--- config.mk ---
export PLATFORM = sky130hd
export DESIGN_NAME = mux21_rr_arbiter
export DESIGN_NICKNAME = d
export VERILOG_FILES = /design/src/rtl/mux21_pkg.sv /design/src/rtl/mux21_w.sv /design/src/rtl/mux21_rr_arbiter.sv
export SDC_FILE = /design/constraint.sdc
export NUM_CORES = 1
export LEC_CHECK = 0
export BUFFER_PORTS_ARGS = -buffer_cell sky130_fd_sc_hd__clkbuf_2
export CORE_UTILIZATION = 45
export CTS_CLUSTER_SIZE = 14
export DETAILED_ROUTE_END_ITERATION = 16
export PLACE_DENSITY_LB_ADDON = 0.2
export SETUP_SLACK_MARGIN = 0.15
export SKIP_LAST_GASP = 1
export SLEW_MARGIN = 20
export SYNTH_ARGS = -nofsm -noshare
export SYNTH_HDL_FRONTEND = slang
export SYNTH_SLANG_ARGS = --single-unit
--- constraint.sdc ---
create_clock -name clk -period 2.2 [get_ports clk]
set_input_delay 0.44 -clock clk [delete_from_list [all_inputs] [get_ports clk]]
set_output_delay 0.44 -clock clk [all_outputs]
set_load 0.1 [all_outputs]
--- src/rtl/mux21_pkg.sv ---
// Shared types and select encodings for the two-requester round-robin mux arbiter.
package mux21_pkg;

  typedef enum logic [1:0] {
    IDLE  = 2'd0,
    OWN_A = 2'd1,
    OWN_B = 2'd2
  } arb_state_t;

  localparam logic SEL_A = 1'b0;
  localparam logic SEL_B = 1'b1;

endpackage

--- src/rtl/mux21_w.sv ---
// Purely combinational 2:1 mux; s=SEL_A passes a, s=SEL_B passes b.
module mux21_w
  import mux21_pkg::*;
#(
  parameter int WIDTH = 8
) (
  input  logic [WIDTH-1:0] a,
  input  logic [WIDTH-1:0] b,
  input  logic             s,
  output logic [WIDTH-1:0] y
);

  assign y = (s == SEL_B) ? b : a;

endmodule

--- src/rtl/mux21_rr_arbiter.sv ---
// Round-robin arbiter sharing one registered 2:1 mux between two valid/ready
// requesters, with burst ownership bounded by MAX_BURST under contention.
module mux21_rr_arbiter
  import mux21_pkg::*;
#(
  parameter int WIDTH     = 8,
  parameter int MAX_BURST = 4
) (
  input  logic             clk,
  input  logic             rst,
  input  logic             a_valid,
  input  logic [WIDTH-1:0] a_data,
  output logic             a_ready,
  input  logic             b_valid,
  input  logic [WIDTH-1:0] b_data,
  output logic             b_ready,
  output logic             y_valid,
  output logic [WIDTH-1:0] y_data,
  input  logic             y_ready,
  output logic             s
);

  // MAX_BURST=1 would give a zero-width counter; keep one bit that stays at zero.
  localparam int            CW   = (MAX_BURST > 1) ? $clog2(MAX_BURST) : 1;
  localparam logic [CW-1:0] LAST = CW'(MAX_BURST - 1);

  arb_state_t       r_state;
  logic             r_sel;
  logic             r_last;
  logic [CW-1:0]    r_count;
  logic             r_y_valid;
  logic [WIDTH-1:0] r_y_data;

  logic             w_space;
  logic             w_a_xfer;
  logic             w_b_xfer;
  logic             w_burst_done;
  logic [WIDTH-1:0] w_mux_y;

  assign w_space      = !r_y_valid || y_ready;
  assign a_ready      = (r_state == OWN_A) && w_space;
  assign b_ready      = (r_state == OWN_B) && w_space;
  assign w_a_xfer     = a_valid && a_ready;
  assign w_b_xfer     = b_valid && b_ready;
  assign w_burst_done = (r_count == LAST);

  assign s       = r_sel;
  assign y_valid = r_y_valid;
  assign y_data  = r_y_data;

  mux21_w #(.WIDTH(WIDTH)) u_mux (
    .a (a_data),
    .b (b_data),
    .s (r_sel),
    .y (w_mux_y)
  );

  // NOTE: state registers use non-blocking assignments so every branch reads
  // pre-edge values; blocking here would create order-dependent simulation.
  always_ff @(posedge clk) begin
    if (rst) begin
      r_state <= IDLE;
      r_sel   <= SEL_A;
      r_last  <= SEL_B;
      r_count <= '0;
    end else begin
      case (r_state)
        IDLE: begin
          r_count <= '0;
          if (a_valid && (!b_valid || r_last == SEL_B)) begin
            r_state <= OWN_A;
            r_sel   <= SEL_A;
          end else if (b_valid) begin
            r_state <= OWN_B;
            r_sel   <= SEL_B;
          end
        end
        OWN_A: begin
          if (w_a_xfer) begin
            if (w_burst_done && b_valid) begin
              r_state <= OWN_B;
              r_sel   <= SEL_B;
              r_last  <= SEL_A;
              r_count <= '0;
            end else if (!w_burst_done) begin
              r_count <= r_count + 1'b1;
            end
          end else if (!a_valid) begin
            r_last  <= SEL_A;
            r_count <= '0;
            r_state <= b_valid ? OWN_B : IDLE;
            r_sel   <= b_valid ? SEL_B : SEL_A;
          end
        end
        OWN_B: begin
          if (w_b_xfer) begin
            if (w_burst_done && a_valid) begin
              r_state <= OWN_A;
              r_sel   <= SEL_A;
              r_last  <= SEL_B;
              r_count <= '0;
            end else if (!w_burst_done) begin
              r_count <= r_count + 1'b1;
            end
          end else if (!b_valid) begin
            r_last  <= SEL_B;
            r_count <= '0;
            r_state <= a_valid ? OWN_A : IDLE;
            r_sel   <= SEL_A;
          end
        end
        default: begin
          r_state <= IDLE;
          r_sel   <= SEL_A;
          r_count <= '0;
        end
      endcase
    end
  end

  // Output register: reload on any transfer, otherwise drain on y_ready.
  always_ff @(posedge clk) begin
    if (rst) begin
      r_y_valid <= 1'b0;
      r_y_data  <= '0;
    end else if (w_a_xfer || w_b_xfer) begin
      r_y_valid <= 1'b1;
      r_y_data  <= w_mux_y;
    end else if (y_ready) begin
      r_y_valid <= 1'b0;
    end
  end

endmodule

==> results.json <==
{
  "overflow": 0,
  "synth_top_cell_by_area": "dfxtp_1",
  "n_antenna_cell": 0,
  "post_cts_resized": 0,
  "postCtsSetupBuffers": 0,
  "ir_drop_mv": 0.9523,
  "synth_area_leaders": "dfxtp_1 (33%), a211oi_2 (12%), mux2i_1 (11%)",
  "io_buffer_count": 32,
  "finalWorstSetupSlack_ns": 0.2583,
  "p_per_area_nw_per_um2": 1506,
  "first_global_vias": 665,
  "clk_pin_slew_ns": 0.10,
  "yosysTopAreaCellShare_pct": 33.01,
  "syn_avg_cell_area_um2": 9.378,
  "worstPathCellList": "inv_1, ha_1, and2_2, buf_4",
  "ys_ff_latch": 15,
  "rows": 15,
  "worst-path-max-fanout": 6,
  "drv_slew": 0,
  "io_pins": 33,
  "rsz0062_at_grt": "no",
  "grt_max_degree": 17,
  "drtIter0Drc": 11,
  "synth-edff-count": 0,
  "synth-seq-area-share_pct": 33.01,
  "clk-insertion-delay-late_ns": 0.28,
  "synthFlopType": "dfxtp_1",
  "routed_via_density": 5.045,
  "cts_buffers": 3,
  "cts_buffer_depth": 2,
  "setup_viol": 0,
  "core_area_um2": 1802,
  "drc_errors": 0,
  "synthArstFlopShare_pct": 0,
  "fin_area_um2": 1114,
  "min_path_type": "primary input to register",
  "gp_congestion": 0.7412,
  "required_ns": 1.76,
  "arrival_ns": 1.50,
  "power.leakage_nw": 0.4833,
  "fin_crit_sh_pct": 88.26,
  "dpl-instance-area_um2": 1086,
  "setup_tns_ns": 0,
  "grt_pass1_wl_um": 2780,
  "cts-root-buf": "clkbuf_4",
  "status": "finished, final reports clean",
  "wl_per_cell_um": 12.03,
  "grt_use_met1_pct": 23.24,
  "yosys-top-cells-count": "dfxtp_1 (15), nor2_1 (11), mux2i_1 (10), a211oi_2 (9), nand2_1 (6)",
  "critical-path-slowest-cell": "dfxtp_1",
  "critPathLaunchType": "register",
  "tightest_slew_ns": 0.5496,
  "die_x_um": 46.96,
  "firstDrtPassIters": 4,
  "nets": 155,
  "drt_wl_total_um": 1852,
  "cts_sinks": 15,
  "yosysMostFrequentCell": "dfxtp_1",
  "grt_use_met3_pct": 3.462,
  "postRouteAntennaNets": 0,
  "grt-busiest-layer": "met2",
  "path_buf_inv": 2,
  "syn2layout_area_growth_pct": 22.42,
  "die-height_um": 46.96,
  "antenna_found_initial": 0,
  "htreeDepth": 1,
  "cts_hold_buf": 0,
  "critPathKind": "register to primary output",
  "fmax_mhz": 515.0,
  "fin_crit_ns": 1.942,
  "dp_worst_setup_slack_ns": 0.4961,
  "initial_core_util_pct": 50.49,
  "dieArea_um2": 2205,
  "cts_tree": "yes",
  "yosys_warnings": 0,
  "critPathCaptureType": "primary output",
  "path_delay_family": "buffers and inverters",
  "post-dp-hpwl_um": 1373,
  "synth_nets": 122,
  "synth_cell_types": 31,
  "use_met2_pct": 29.44,
  "vias": 777,
  "maxCapViolCount": 0,
  "finalClockSkew_ns": 0.007955,
  "synth_area_um2": 909.6,
  "final_util_pct": 61.81,
  "layout-drive-gt1-share_pct": 41.09,
  "slew_headroom_pct": 63.52,
  "slowest_delay_ns": 0.35,
  "grtUsageTotal_pct": 17.68,
  "syn-instance-count": 97,
  "hold_viol": 0
}
## cell usage in the layout (no fill, tap or decap), types with 2 or more instances in the layout
| master | instances |
|---|---|
| nor2_1 | 11 |
| a211oi_2 | 9 |
| and3_1 | 2 |
| inv_1 | 4 |
| nand2b_1 | 5 |
| clkbuf_4 | 3 |
| ha_1 | 4 |
| dfxtp_1 | 15 |
| nor2_2 | 2 |
| clkbuf_2 | 30 |
| and2_2 | 2 |
| buf_4 | 3 |
| a31oi_1 | 3 |
| a21oi_1 | 2 |
| o21ai_0 | 4 |
| mux2i_1 | 10 |
| nand2_1 | 6 |
## layer usage
metal | vias to the layer above | wire [µm]
met3 | 2 | 64
met1 | 347 | 873
met2 | 17 | 899
met5 | - | 0
met4 | 0 | 15
li1 | 411 | -
## area by class of cell
cell class	instances	area, µm²
tap	25	31.28
multi-input combinational	73	566.8
fill	163	688.2
clock inverter	1	5.005
sequential	15	300.3
clock buffer	3	22.52
timing repair buffer	33	172.7
inverter	4	15.01
## registers in the layout, summed over array words and instances, names as in the netlist
| signal | cells |
|---|---|
| r_count | 2 |
| r_last | 1 |
| r_state | 2 |
| s | 1 |
| y_data | 8 |
| y_valid | 1 |
## tightest hold or removal path: stages
cell	delay (ns)
clkbuf_2	0.08
mux2i_1	0.14
a211oi_2	0.08
## final timing paths
path	from	end	slack, ns	cells after the start
worst max-delay path	r_state[0]	b_ready	0.26	4
worst min-delay path	a_data[5]	y_data[5]	0.50	3
worst max register to register	r_state[0]	y_data[7]	0.58	6
worst min register to register	r_count[0]	r_count[0]	0.50	2
## power breakdown
part / switching, mW / internal, mW
registers: 0.0478 / 0.354
clock network: 0.0915 / 0.0674
logic: 0.824 / 0.293
## logic make-up (layout without fill, tap and decap cells)
| family | after synthesis | count (layout) | synth area share [%] |
|---|---|---|---|
| adder cells (fa/ha/maj) | 4 | 4 | 5.502 |
| flip-flops | 15 | 15 | 33.01 |
| buffers and inverters | 9 | 41 | 4.950 |
| AO/OA/AOI/OAI | 27 | 27 | 26.96 |
| multiplexers | 10 | 10 | 11.00 |
| AND/OR/NAND/NOR | 32 | 32 | 18.57 |
## through the flow
step	power, mW	hold slack, ns	instances
detailed placement	1.527	0.4933	150
finish	1.677	0.5005	154
floorplan	1.371	0.4644	97
global placement	1.506	0.4827	150
CTS	1.690	0.5002	154
global route	1.769	0.5058	154
Power figures use the tool's default switching activity.
